File: src/rtl/fp_sqrt_pkg.sv
// Shared constants for the floating-point square-root datapath: default widths
// and the ALU operation encoding used by the controller.
package fp_sqrt_pkg;

  localparam int DATA_WIDTH = 32;
  localparam int ADDR_WIDTH = 3;

  localparam logic [2:0] ALU_ADD   = 3'b000;
  localparam logic [2:0] ALU_SUB   = 3'b001;
  localparam logic [2:0] ALU_AND   = 3'b010;
  localparam logic [2:0] ALU_OR    = 3'b011;
  localparam logic [2:0] ALU_XOR   = 3'b100;
  localparam logic [2:0] ALU_SHR1  = 3'b101;
  localparam logic [2:0] ALU_SHL1  = 3'b110;
  localparam logic [2:0] ALU_PASSA = 3'b111;

endpackage

File: src/rtl/fp_sqrt_regfile.sv
// Register file for the square-root datapath: two asynchronous read ports,
// one synchronous write port, synchronous clear of every entry.
module fp_sqrt_regfile
  import fp_sqrt_pkg::*;
#(
  parameter int DW = DATA_WIDTH,
  parameter int AW = ADDR_WIDTH
) (
  input  logic          clk,
  input  logic          rst,
  input  logic          we,
  input  logic [AW-1:0] waddr,
  input  logic [DW-1:0] wdata,
  input  logic [AW-1:0] raddr_a,
  input  logic [AW-1:0] raddr_b,
  output logic [DW-1:0] rda,
  output logic [DW-1:0] rdb
);

  localparam int DEPTH = 2 ** AW;

  logic [DW-1:0] mem [DEPTH];

  // NOTE: every entry is cleared on reset because the controller assumes all
  // registers read zero afterwards; this keeps the array in flops, not RAM.
  always_ff @(posedge clk) begin
    if (rst) begin
      for (int i = 0; i < DEPTH; i++) begin
        mem[i] <= '0;
      end
    end else if (we) begin
      // NOTE: non-blocking so same-cycle readers see the old value until the edge.
      mem[waddr] <= wdata;
    end
  end

  assign rda = mem[raddr_a];
  assign rdb = mem[raddr_b];

endmodule

File: src/rtl/fp_sqrt_datapath.sv
// Datapath of the floating-point square-root unit: register file, integer ALU,
// write-back mux, N/Z flags and a registered result, all steered by an external FSM.
module fp_sqrt_datapath
  import fp_sqrt_pkg::*;
#(
  parameter int DATA_WIDTH_P = DATA_WIDTH,
  parameter int ADDR_WIDTH_P = ADDR_WIDTH
) (
  input  logic                    clk,
  input  logic                    rst,
  input  logic [DATA_WIDTH_P-1:0] data_i,
  input  logic                    mux_sel,
  input  logic                    we,
  input  logic [ADDR_WIDTH_P-1:0] waddr,
  input  logic [ADDR_WIDTH_P-1:0] raddr_a,
  input  logic [ADDR_WIDTH_P-1:0] raddr_b,
  input  logic [2:0]              alu_op,
  input  logic                    oe,
  output logic [DATA_WIDTH_P-1:0] data_o,
  output logic                    negative_o,
  output logic                    zero_o,
  output logic [DATA_WIDTH_P-1:0] mux_o,
  output logic [DATA_WIDTH_P-1:0] RDA_o,
  output logic [DATA_WIDTH_P-1:0] RDB_o,
  output logic [DATA_WIDTH_P-1:0] ALU_o
);

  logic [DATA_WIDTH_P-1:0] alu_res;

  fp_sqrt_regfile #(
    .DW (DATA_WIDTH_P),
    .AW (ADDR_WIDTH_P)
  ) u_regfile (
    .clk     (clk),
    .rst     (rst),
    .we      (we),
    .waddr   (waddr),
    .wdata   (mux_o),
    .raddr_a (raddr_a),
    .raddr_b (raddr_b),
    .rda     (RDA_o),
    .rdb     (RDB_o)
  );

  // Arithmetic wraps modulo 2**DATA_WIDTH; there is no carry or overflow out.
  always_comb begin
    // NOTE: default assignment first so no path through the case can infer a latch.
    alu_res = RDA_o;
    case (alu_op)
      ALU_ADD:   alu_res = RDA_o + RDB_o;
      ALU_SUB:   alu_res = RDA_o - RDB_o;
      ALU_AND:   alu_res = RDA_o & RDB_o;
      ALU_OR:    alu_res = RDA_o | RDB_o;
      ALU_XOR:   alu_res = RDA_o ^ RDB_o;
      ALU_SHR1:  alu_res = RDA_o >> 1;
      ALU_SHL1:  alu_res = RDA_o << 1;
      ALU_PASSA: alu_res = RDA_o;
      default:   alu_res = RDA_o;
    endcase
  end

  assign ALU_o      = alu_res;
  assign negative_o = alu_res[DATA_WIDTH_P-1];
  assign zero_o     = (alu_res == '0);
  assign mux_o      = mux_sel ? alu_res : data_i;

  always_ff @(posedge clk) begin
    if (rst) begin
      data_o <= '0;
    end else if (oe) begin
      data_o <= alu_res;
    end
  end

endmodule

File: config.mk
export PLATFORM = sky130hd
export DESIGN_NAME = fp_sqrt_datapath
export DESIGN_NICKNAME = d
export VERILOG_FILES = /design/src/rtl/fp_sqrt_pkg.sv /design/src/rtl/fp_sqrt_regfile.sv /design/src/rtl/fp_sqrt_datapath.sv
export SDC_FILE = /design/constraint.sdc
export NUM_CORES = 1
export LEC_CHECK = 0
export CAP_MARGIN = 10
export CORE_ASPECT_RATIO = 1.5
export CORE_MARGIN = 3
export CORE_UTILIZATION = 40
export DETAILED_ROUTE_END_ITERATION = 8
export PLACE_DENSITY = 0.6
export SLEW_MARGIN = 20
export SYNTH_ARGS = -nofsm -noshare
export SYNTH_HDL_FRONTEND = slang
export SYNTH_SLANG_ARGS = --single-unit
File: constraint.sdc
create_clock -name clk -period 9.55 [get_ports clk]
set_clock_uncertainty 0.2 [all_clocks]
set_input_delay 1.91 -clock clk [delete_from_list [all_inputs] [get_ports clk]]
set_output_delay 1.91 -clock clk [all_outputs]
set_load 0.1 [all_outputs]
* Yosys cells after proc, flatten, opt, wreduce, memory -nomap -nowiden
Memory sizes are Yosys's and may differ from the RTL's.
Cells that the tools add are included.
** Storage, ports and cells
- Register bits :: 32
- Bits in writable memories :: 256
- Bits of input ports :: 49
- Output and inout port bits :: 162
- Word-level logic and storage cells :: 27
- Memories :: 1
** Memory list
- u_regfile.mem :: depth 8, width 32, rd ports 2, clocked after memory_dff 0, write ports 8, line fp_sqrt_regfile.sv:22 : logic [DW-1:0] mem [DEPTH];
** Operators by class
- Add/subtract/negate cells :: 2
- Equal/unequal tests :: 7
- Muxes and demuxes :: 10
- Bitwise operators :: 3
- Reduce and logical (&&, ||, !) cells :: 3
** Operators by type and width (number)
- case mux 32 bit (8 select lines) :: 1
- 2-to-1 mux 32 bit :: 2
- adder 32 bit :: 1
- bitwise AND 32 bit :: 1
- zero test 32 bit :: 1
- OR 32 bit :: 1
- OR reduction 32 bit :: 1
- subtractor 32 bit :: 1
- bitwise XOR 32 bit :: 1
- equality test 3 bit (second input constant) :: 4
- equality test 3 x 2 -> 1 bit (second input constant) :: 2
- 2-to-1 mux 1 bit :: 6
- equality test 3 x 1 -> 1 bit (second input constant) :: 1
- zero test 3 bit :: 1
- 2-to-1 mux 3 bit :: 1

* Logic depth before layout (Yosys ltp)
Gate-level depths: netlist (run 1).
- Depth in word-level cells :: 5
- Mapped depth :: 26
- Gate-level depth less buffers :: 22

* Cells and area by module
A second synthesis (run 1) with hierarchy kept.
** Unflattened totals
- Cells, all modules :: 1838
- Area, all modules :: 20726.1 um2
** Modules (own cells, without submodules)
- fp_sqrt_regfile :: instances 1, cells an instance 843, area an instance 13645.6 um2, seq. area each 7687.4 um2
- fp_sqrt_datapath :: instances 1, cells an instance 995, area an instance 7080.5 um2, seq. area each 640.6 um2

* Worst setup path before layout (run 1)
Ideal clock, no wire load.
- Path kind :: input to output
- From :: input port raddr_a[2]
- To :: output port zero_o
- Arrival :: 11535 ps
- Required time :: 7440 ps
- Path slack :: -4095 ps
- Stages on the path :: 16
- Path buffers :: 3
- Path through :: buf_2 buf_2 buf_1 mux2i_1 a221oi_1 ha_1 a21oi_1 o211ai_1 o22ai_1 and2_1 xor2_1 a221oi_1 or4b_2 nor4_1 nand4_1 nor4_1
** On the way
- Word-level cells in the longest chain between the ends :: 4
- Elaborated cells on any way between the ends :: 8
- Classes of those cells :: 2 x add/sub; 1 x mux; 3 x bitwise; 1 x reduce/logical; 1 x memory
** RTL lines
- from (decl) :: line fp_sqrt_datapath.sv:15 : input logic [ADDR_WIDTH_P-1:0] raddr_a,
- memory (8 x 32 bit) (*)
- via RDA_o[11] :: line fp_sqrt_datapath.sv:23 : output logic [DATA_WIDTH_P-1:0] RDA_o,
- subtractor 32 bit or adder 32 bit (tied branches) :: line fp_sqrt_datapath.sv:51, fp_sqrt_datapath.sv:50
- case mux 32 bit (8 select lines) (*) :: line fp_sqrt_datapath.sv:49 : case (alu_op)
- via ALU_o[14] :: line fp_sqrt_datapath.sv:25 : output logic [DATA_WIDTH_P-1:0] ALU_o
- zero test 32 bit (*) :: line fp_sqrt_datapath.sv:64 : assign zero_o = (alu_res == '0);
- to (decl) :: line fp_sqrt_datapath.sv:21 : output logic zero_o,
Mark *: on every way through the listed nets, which the timed path passes. The rest lies on a longest branch.

* Worst setup path after layout (run 1)
- From :: input port raddr_a[1]
- To :: output port zero_o
** On the way
- Word-level cells in the longest chain between the ends :: 4
- Elaborated cells on any way between the ends :: 8
- Classes of those cells :: 2 x add/sub; 1 x mux; 3 x bitwise; 1 x reduce/logical; 1 x memory
** RTL lines
- memory (8 x 32 bit) (*)
- subtractor 32 bit (tied with other cells) :: line fp_sqrt_datapath.sv:51 : ALU_SUB: alu_res = RDA_o - RDB_o;
- case mux 32 bit (8 select lines) (*) :: line fp_sqrt_datapath.sv:49
- zero test 32 bit (*) :: line fp_sqrt_datapath.sv:64
Every way passes the cells marked *; elsewhere a longest branch is shown, timed or not.

==> results of run 1 <==
## sequential cells by signal, summed over array words and instances, names as in the netlist
register and flops:
data_o 32, u_regfile.mem 256
## cells by family after synthesis
family          after synthesis  share of synthesized area (%)
xor+xnor                     50                           2.18
fa+ha+maj                   103                           6.44
mux                         241                           19.5
flops                       288                           41.4
compound gates              357                           11.6
buf+inv                     251                           5.15
simple gates                635                           13.7
## area by class of cell
type                            instances  share of cell area (%)
Multi-Input combinational cell       1386                    43.2
Sequential cell                       288                    32.0
Tap cell                              663                    3.18
Inverter                              121                    1.87
Clock buffer                           31                    2.81
Timing Repair Buffer                  402                    16.2
Clock inverter                         21                   0.735
## worst max-delay path, delay by kind of cell
family	cells	cell delay (ns)
AOI/OAI and AO/OA	4	1.39
adders and majority gates	1	0.37
buffers and inverters	6	1.56
muxes	2	0.55
and+or+nand+nor	5	1.48
## through the flow
stage | setup TNS (ns) | cell area, sq um | power (uW) | instances | hold WS (ns)
floorplan | -0.823 | 20600 | 3070 | 1925 | 0.724
global placement | -0.188 | 24900 | 3930 | 2855 | 0.273
detailed placement | -0.228 | 24900 | 3940 | 2855 | 0.279
CTS | 0 | 25900 | 5090 | 2907 | 0.288
global route | -0.0539 | 26100 | 5280 | 2912 | 0.304
finish | 0 | 26100 | 5100 | 2912 | 0.287
## power by group through the flow
stage          combinational [uW]  sequential [uW]  clock, uW
3_3_place_gp                 2430             1500          0
6_report                     2470             1480       1150
3_5_place_dp                 2430             1500          0
2_1_floorplan                1470             1600          0
5_1_grt                      2580             1480       1210
4_1_cts                      2440             1480       1170
## cells in the mapped netlist, types with 18 or more instances
library cell / count
nand2_1: 115
buf_2: 21
nor3_1: 39
nor2_1: 375
mux2i_1: 113
clkbuf_1: 78
xnor2_1: 39
nand2b_1: 18
a21o_1: 19
inv_1: 118
o21ai_0: 66
dfxtp_1: 32
a21oi_1: 86
ha_1: 102
buf_1: 21
mux4_2: 98
edfxtp_1: 256
a211oi_1: 40
## layer usage
| metal | GRT usage (%) | vias up | share of wire (%) |
|---|---|---|---|
| met5 | 0 | - | 0 |
| met4 | 10.3 | 0 | 4.0 |
| met3 | 3.37 | 160 | 7.2 |
| met2 | 51.3 | 858 | 51 |
| met1 | 36.1 | 8631 | 38 |
| li1 | - | 7710 | - |
## repair_timing
item | 4_1_cts | 5_1_grt
setup endpoints to repair | 2 | 9
buffers inserted | 0 | 5
hold endpoints to repair | 0 | 0
resized for setup | 7 | 30
pin swaps | 1 | 7
## how the worst max path moves through the flow
stage	from	slack, ns	end
floorplan	raddr_b[0]	-0.58	zero_o
global placement	raddr_b[1]	-0.19	zero_o
detailed placement	raddr_b[1]	-0.22	zero_o
CTS	raddr_b[2]	0.02	zero_o
global route	raddr_b[0]	-0.05	zero_o
finish	raddr_a[1]	0.16	zero_o
==> results.tsv, run 1 <==
stage	metric	value	unit
yosys	synth_ff_type	edfxtp_1	
yosys	synth_edf_count	256	
critical_path	end_kind	primary output	
clock_network	clock-sinks	288	
clock_network	cts_tree	done	
critical_path	reg2reg_slack	3.78	ns
layout	areaGrowthSynthToFinish	29.5	%
placement	pre_cts_ws	-0.215	ns
grt	gr-total-overflow	0	
layout	final_cell_mix	nor2_1, edfxtp_1, buf_4	
critical_path	worst_setup_path_start_kind	input pin	
placement	dpl.hpwl	56800	um
yosys	synth.distinct_cells	84	
route	drc_errors	0	
critical_path	cp.arrival	7.28	ns
pwr	intPower	2870	uW
timing	rsz0062_at_grt	true	
floorplanning	num_io_pins	211	
yosys	synth-seq-cells	288	
timing	fmax	0.106	GHz
clock_network	root_buffer	clkbuf_16	
clock_network	clk_pin_slew	0.07	ns
timing	period_minus_slack	9.39	ns
layout	utilization	52.4	%
route	dr.pass1.iters	5	
yosys	yosysWarnings	0	
pwr	clkPwrFrac	22.6	%
timing	report.final.slew_viol_count	0	
layout	seq_area	0.00833	sq mm
pwr	power.share.combinational	48.4	%
yosys	synthArstFlopShare	0	%
timing	setup_ws	0.160	ns
critical_path	critPathKind	input pin to primary output	
timing	maxSlewHeadroom	28.5	%
min_path	hold_end	data_o[10]$_SDFFE_PP0P_	
pwr	p_per_area	196	mW/mm^2
critical_path	ff2ff_path_depth	22	
route	detail-route-antenna-nets	0	
layout	multiInputGateArea	0.0113	sq mm
layout	layout_commonest_cell	nor2_1	
clock_network	numCtsBuffers	29	
grt	grt_max_degree	70	
critical_path	reg2reg_from	u_regfile.mem[0][3]$_SDFFCE_PN0P_	
layout	nets	2380	
placement	numPortBuffers	210	
placement	place.gp.congestion	0.985	
yosys	syn-cell-area	0.0201	sq mm
critical_path	reg2reg_to	u_regfile.mem[6][31]$_SDFFCE_PN0P_	
pwr	swShare	43.8	%
grt	grt_usage	28.8	%
route	drtIter0Drc	1708	
clock_network	cts_max_level	1	
critical_path	worstPathRequired	7.44	ns
clock_network	clk_latency	0.59	ns
grt	grt_pass1_wl	114000	um
pwr	ir_drop	132	uV
floorplanning	start_util	40.5	%
yosys	synth_area_leaders	edfxtp_1, mux4_2, nor2_1	
timing	worst_slew_pin_slew	1.07	ns
floorplanning	die_w	189	um
yosys	syn_area_per_cell	10.5	sq um
pwr	seqPwrFrac	29.0	%
timing	hold_viol	0	
grt	grt_pass1_vias	17300	
floorplanning	fp-row-count	100	
clock_network	cts.path.max_buffers	3	
critical_path	cpPeakStageDelay	0.54	ns
run	cap_viol_max_count	0	
layout	n_antenna_cell	0	
pwr	switchingPower	2230	uW
clock_network	ctsHoldBuffers	0	
critical_path	cp_slowest_cell	clkdlybuf4s50_1	
route	vias_per_cell	5.96	
timing	fin_crit_sh	98.3	%
floorplanning	die_area	0.0531	sq mm
layout	fill_cells	4434	
floorplanning	die_h	281	um
yosys	synth.net_count	2077	
floorplanning	core_area	0.0497	sq mm
critical_path	cp_max_fo	25	
min_path	hp-class	flip-flop to flip-flop	
pwr	power_leakage	0.0106	uW
yosys	ys_seq_area_share	41.4	%
grt	antenna_found_initial	0	
yosys	synth_top_area_share	38.2	%
timing	setup_viol	0	
critical_path	cp_cell_sequence	clkdlybuf4s50_1 > buf_4 > inv_2 > buf_12 > mux2_2 > ha_1 > nor2b_2 > o2111ai_2 > a2111o_1 > a211oi_2 > mux2i_1 > a221o_4 > or4_1 > nor4_2 > buf_4 > nand4_1 > nor4_4 > buf_12	
route	wl	78400	um
status	status	completed	
yosys	synthCells	1925	
route	wl_per_cell	26.9	um
layout	drive_above_1_share	23.1	%
min_path	hold_start	data_o[10]$_SDFFE_PP0P_	
route	num_vias	17400	
yosys	yosys.area.top_type	edfxtp_1	
min_path	hold_depth	2	
(Power assumes the default switching activity.)
==> run 2: changes to the inputs <==
==> constraint.sdc (replaced) <==
create_clock -name clk -period 10.2 [get_ports clk]
set_clock_uncertainty 0.2 [all_clocks]
set_input_delay 2.04 -clock clk [delete_from_list [all_inputs] [get_ports clk]]
set_output_delay 2.04 -clock clk [all_outputs]
set_load 0.1 [all_outputs]
==> run 2 against run 1 <==
Net effect:
- critical path depth grew 4
- flip-flop and latch count did not move
- non-clock buffer count is 75 lower
- power down 7.9%
- register-to-register slack gained 0.34 ns
- sequential share of layout area rose by 1.0 points
- sequential power fell by 6%
==> results.tsv, run 2 (same netlist as run 1, synthesis figures left out) <==
stage	metric	value	unit	change
status	status	completed		
floorplanning	die_area	0.0531	sq mm	unchanged
critical_path	cp.arrival	7.69	ns	+0.41 ns
clock_network	clk_pin_slew	0.06	ns	about the same
floorplanning	core_area	0.0497	sq mm	unchanged
pwr	power_leakage	0.0102	uW	-3.6%
timing	setup_viol	0		unchanged
floorplanning	die_h	281	um	unchanged
route	wl	76700	um	-2.1%
critical_path	reg2reg_to	u_regfile.mem[2][31]$_SDFFCE_PN0P_		
critical_path	critPathKind	input pin to primary output		
critical_path	cp_slowest_cell	or4b_2		
placement	pre_cts_ws	-0.0868	ns	+0.128 ns
clock_network	cts_max_level	1		unchanged
critical_path	startpoint	raddr_b[2]		
critical_path	worstPathRequired	7.96	ns	+0.52 ns
critical_path	crit_top_cell	buf_4		
timing	fin_crit_sh	97.4	%	
grt	grt_usage	28.0	%	-0.81 points
timing	period_minus_slack	9.93	ns	
critical_path	cpPeakStageDelay	0.78	ns	+0.24 ns
timing	maxSlewHeadroom	27.0	%	-1.6 points
clock_network	cts_tree	done		
critical_path	endpoint	zero_o		
clock_network	clock-sinks	288		unchanged
critical_path	worst_setup_path_start_kind	input pin		
layout	areaGrowthSynthToFinish	25.5	%	
timing	rsz0062_at_grt	false		
route	wl_per_cell	27.0	um	+0.39%
layout	final_area	0.0253	sq mm	-3.1%
floorplanning	die_w	189	um	unchanged
clock_network	root_buffer	clkbuf_16		
grt	grt_max_degree	60		-14%
pwr	p_per_area	186	mW/mm^2	-5.0%
clock_network	postCtsSetupRepairBufs	0		unchanged
floorplanning	fp-row-count	100		unchanged
pwr	power	4700	uW	-7.9%
min_path	hp-class	flip-flop to flip-flop		
route	drc_errors	0		unchanged
floorplanning	num_io_pins	211		unchanged
route	num_vias	17100		-1.5%
grt	gr-total-overflow	0		unchanged
clock_network	clk_latency	0.59	ns	about the same
critical_path	reg2reg_slack	4.12	ns	+0.34 ns
clock_network	numCtsBuffers	29		unchanged
critical_path	cp_cell_sequence	buf_8 > o32ai_1 > o32ai_1 > nor3_1 > buf_4 > nand3_1 > nor4_2 > buf_4 > nor2_1 > xnor2_1 > ha_1 > nand2_1 > a2111o_1 > and2_1 > xor2_1 > a221oi_4 > or4b_2 > nor4_1 > buf_4 > nand4_1 > nor4_4 > buf_12		
floorplanning	start_util	40.5	%	unchanged
min_path	hold_start	data_o[30]$_SDFFE_PP0P_		
timing	hold_viol	0		unchanged
timing	setup_ws	0.270	ns	+0.111 ns
clock_network	cts.path.max_buffers	3		unchanged
layout	regMostFlops	u_regfile.mem		
critical_path	reg2reg_from	u_regfile.mem[0][3]$_SDFFCE_PN0P_		
timing	fmax	0.101	GHz	
grt	grt_pass1_vias	17000		-1.7%
critical_path	ff2ff_path_depth	20		-9.1%
layout	final_cell_mix	nor2_1, edfxtp_1, clkdlybuf4s50_1		
layout	layout_commonest_cell	nor2_1		
run	cap_viol_max_count	0		unchanged
placement	dpl.hpwl	56000	um	-1.4%
pwr	ir_drop	143	uV	+8.7%
clock_network	ctsHoldBuffers	0		unchanged
placement	postPlaceCellArea	0.0242	sq mm	-3.0%
layout	nets	2305		-3.2%
timing	worst_slew_pin_slew	1.09	ns	+0.0236 ns
layout	reg.largest.list	u_regfile.mem (256), data_o (32)		
critical_path	end_kind	primary output		
layout	drive_above_1_share	19.7	%	-3.4 points
placement	place.gp.congestion	1.00		+1.5%
route	dr.pass1.iters	5		unchanged
route	detail-route-antenna-nets	0		unchanged
placement	numPortBuffers	210		unchanged
critical_path	cp_max_fo	44		+76%
grt	antenna_found_initial	0		unchanged
layout	largest_reg_flops	256		unchanged
timing	report.final.slew_viol_count	0		unchanged
route	vias_per_cell	6.02		+1.0%
grt	grt_pass1_wl	111000	um	-2.0%
route	drtIter0Drc	1710		+0.12%
-- run 2: cell count changes in the layout (fill, tap and decap cells not counted), moves of 3 or more --
cell / before / now
buf_4: 191 / 128
inv_6: 6 / 2
clkinvlp_4: 13 / 9
buf_12: 68 / 54
clkinv_1: 6 / 3
mux2i_4: 10 / 7
clkinv_2: 2 / 7
-- run 2: worst min-delay path by stage --
stage | slack (ns) | endpoint | depth (start not counted)
floorplan | 0.72 | data_o[0]$_SDFFE_PP0P_ | 2
global placement | 0.27 | data_o[5]$_SDFFE_PP0P_ | 2
detailed placement | 0.28 | data_o[30]$_SDFFE_PP0P_ | 2
CTS | 0.29 | data_o[30]$_SDFFE_PP0P_ | 2
global route | 0.32 | data_o[30]$_SDFFE_PP0P_ | 2
finish | 0.28 | data_o[30]$_SDFFE_PP0P_ | 2
-- run 2: metal layers --
| metal | vias up | wire [um] | track usage [%] |
|---|---|---|---|
| li1 | 7576 | - | - |
| met1 | 8488 | 28900 | 34.1 |
| met2 | 845 | 39200 | 50.6 |
| met3 | 192 | 5230 | 3.17 |
| met4 | 0 | 3410 | 11.0 |
| met5 | - | 0 | 0 |
-- run 2: timing repair --
action | in CTS | in global routing
cloned | 0 | 0
gates resized for setup | 2 | 15
endpoints found under the setup margin | 2 | 6
-- run 2: critical path: cells and delay by family --
kind / cells / cell delay [ns]
and+or+nand+nor: 10 / 2.82
AOI/OAI and AO/OA: 4 / 1.07
buffers and inverters: 5 / 0.94
adders and majority gates: 1 / 0.43
xor gates and xnor gates: 2 / 0.37
-- run 2: cell type report --
type / instances / area, sq um
Antenna cell: 1 / 2.50
Clock buffer: 31 / 733
Clock inverter: 22 / 256
Fill cell: 4512 / 24400
Inverter: 121 / 480
Multi-Input combinational cell: 1386 / 11100
Sequential cell: 288 / 8330
Tap cell: 663 / 830
Timing Repair Buffer: 327 / 3510
-- run 2: power breakdown --
| part | switching, uW | internal [uW] |
|---|---|---|
| registers | 38.1 | 1350 |
| clock network | 493 | 630 |
| logic | 1520 | 668 |
| total | 2050 | 2650 |
-- run 2: per-stage QoR --
stage / hold slack [ns] / util [%] / setup TNS, ns / cells
2_1_floorplan: 0.724 / - / -0.399 / 1925
3_3_place_gp: 0.271 / 48.6 / -0.0709 / 2784
3_5_place_dp: 0.278 / 48.7 / -0.135 / 2785
4_1_cts: 0.287 / 50.7 / 0 / 2838
5_1_grt: 0.315 / 50.8 / 0 / 2838
6_report: 0.285 / 50.8 / 0 / 2839
==> patch, RTL diff (flow settings as in run 1) <==
Change the package constant `ADDR_WIDTH` from 3 to 2.
--- a/src/rtl/fp_sqrt_pkg.sv
+++ b/src/rtl/fp_sqrt_pkg.sv
@@ -3,7 +3,7 @@
 package fp_sqrt_pkg;
 
   localparam int DATA_WIDTH = 32;
-  localparam int ADDR_WIDTH = 3;
+  localparam int ADDR_WIDTH = 2;
 
   localparam logic [2:0] ALU_ADD   = 3'b000;
   localparam logic [2:0] ALU_SUB   = 3'b001;
Interface: changed (resized raddr_a, raddr_b and waddr); port bits go from 211 to 208. No check against the original RTL was run, so the function may have changed too.
==> patch against run 1 <==
Non-clock buffer count down 58. Setup slack worse by 18 ps. Hold slack worse by 2.7 ps. Register-to-register slack better by 90 ps. Sequential power down 44%. Area after synthesis down 35%. Clock power down 39%. Power down 29%. Sequential cell count down 128. Cell area down 31%. First-iteration DRC count down 29%. Via count down 30%. Routed wire length down 39%.
==> patch: results (changes against run 1) <==
cts bufs inserted=17 (-41%); r2r setup slk=3870 ps (+90 ps); CP Launch Point=raddr_b[0]; Routed WL=48.0 mm (-39%); HP Start=data_o[2]$_SDFFE_PP0P_; comb_multi_in=1014 (-27%); gp weighted congestion=0.903 (-8.3%); CP peak stage delay=560 ps (+20 ps); Initial DRC Count=1212 (-29%); Clk power=0.696 mW (-39%); Port Buf Inserts=207 (-1.4%); CP Data Arrival Time=7300 ps (+20 ps); H-tree Lvls=4 (+3); Top Registers=u_regfile.mem: 128 flops, data_o: 32 flops; Post-synth EDFFs=128 (-50%); met3 WL post-DR=2.83 mm (-50%); vias per inst=5.81 (-2.6%); delay-heaviest family, CP=simple AND/OR/NAND/NOR gates; Non-Clock Buffer Count=344 (-14%); Netlist cell types=75 (-11%); number of global-route vias before repair=12000 (-31%); Layout Nets=1811 (-24%); n_diodes=0 (unchanged); Critical-path top delay cell=or4_4; Clock Latency Late Sink=430 ps (-160 ps); FF-to-FF End=u_regfile.mem[1][23]$_SDFFCE_PN0P_; clk buf depth=2 (-1); VDD IR max=0.138 mV (+5.0%); multi-input logic area=8230 um^2 (-27%); Synth area leaders=edfxtp_1 (29%), mux4_2 (13%), ha_1 (9.7%), nor2_1 (6.7%), dfxtp_1 (4.9%); final instance area=18100 um^2 (-31%); run status=completed; GR Util met2=0.443 (-0.0700); GRT Util Overall=0.265 (-0.0229); Synthesis Warnings=0 (unchanged); non-clk buf share=0.209 (+0.0466); WHS Endpoint=data_o[2]$_SDFFE_PP0P_; Area after DPL=17200 um^2 (-31%); Synth top cells by count=nor2_1 (234), edfxtp_1 (128), inv_1 (123); Non-CTS inverters=125 (+3.3%); worst r2r src=u_regfile.mem[3][6]$_DFFE_PP_; FF+latch count, synth=160 (-44%); post-CTS sizing=4 (-3); fraction of area in registers=0.248 (-0.0717); Seq/Total Area, Yosys=0.341 (-0.0727); CP Max Fanout=4 (-84%); met1 Use GR=0.361 (about the same); pin count of the biggest net entering global routing=91 (+30%); internal power=1.90 mW (-34%); share of cells above drive strength 1=0.236 (+0.00520); Metal-1 WL=20.1 mm (-33%); post-DP HPWL=36.2 mm (-36%); M3 GR Usage=0.0264 (-0.00734); # fillers=2807 (-37%); Setup Buffers After CTS=4 (+4); R2R depth=20 (-9.1%); Clock-cell share=0.0332 (-0.00228); post-synthesis net count=1536 (-26%); DR WL met2=23.7 mm (-40%); Comb power=2.09 mW (-15%)
patch: cell types whose count changed in the layout (fill, tap and decap cells not counted), sizes merged, moves of 8 or more:
cell           run 1  this run
a311oi            10         1
buf              268       206
edfxtp           256       128
mux2              11         2
mux2i            118        55
mux4             112        74
nand2            116        87
nor2             376       234
nor3              39        15
nor3b             11         2
o211ai            13         5
o21ai             83        73
patch: metrics by stage:
stage	cells	hold WS (ps)	power [mW]	worst slack, ps
after floorplan	1387	701	2.21	-283
after global routing	2085	295	3.76	3.49
final	2085	284	3.62	142
after CTS	2078	283	3.60	105
after detailed placement	2041	276	2.90	-58.4
after global placement	2041	271	2.88	-3.17
patch: cell families after synthesis:
kind of cell             after synthesis  share of synthesized area
AND/OR/NAND/NOR                      433                      0.146
AO/OA/AOI/OAI                        296                      0.144
buffers and inverters                213                     0.0640
flip-flops                           160                      0.341
multiplexers                         131                      0.171
adder cells (fa/ha/maj)              103                     0.0987
XOR/XNOR                              51                     0.0340
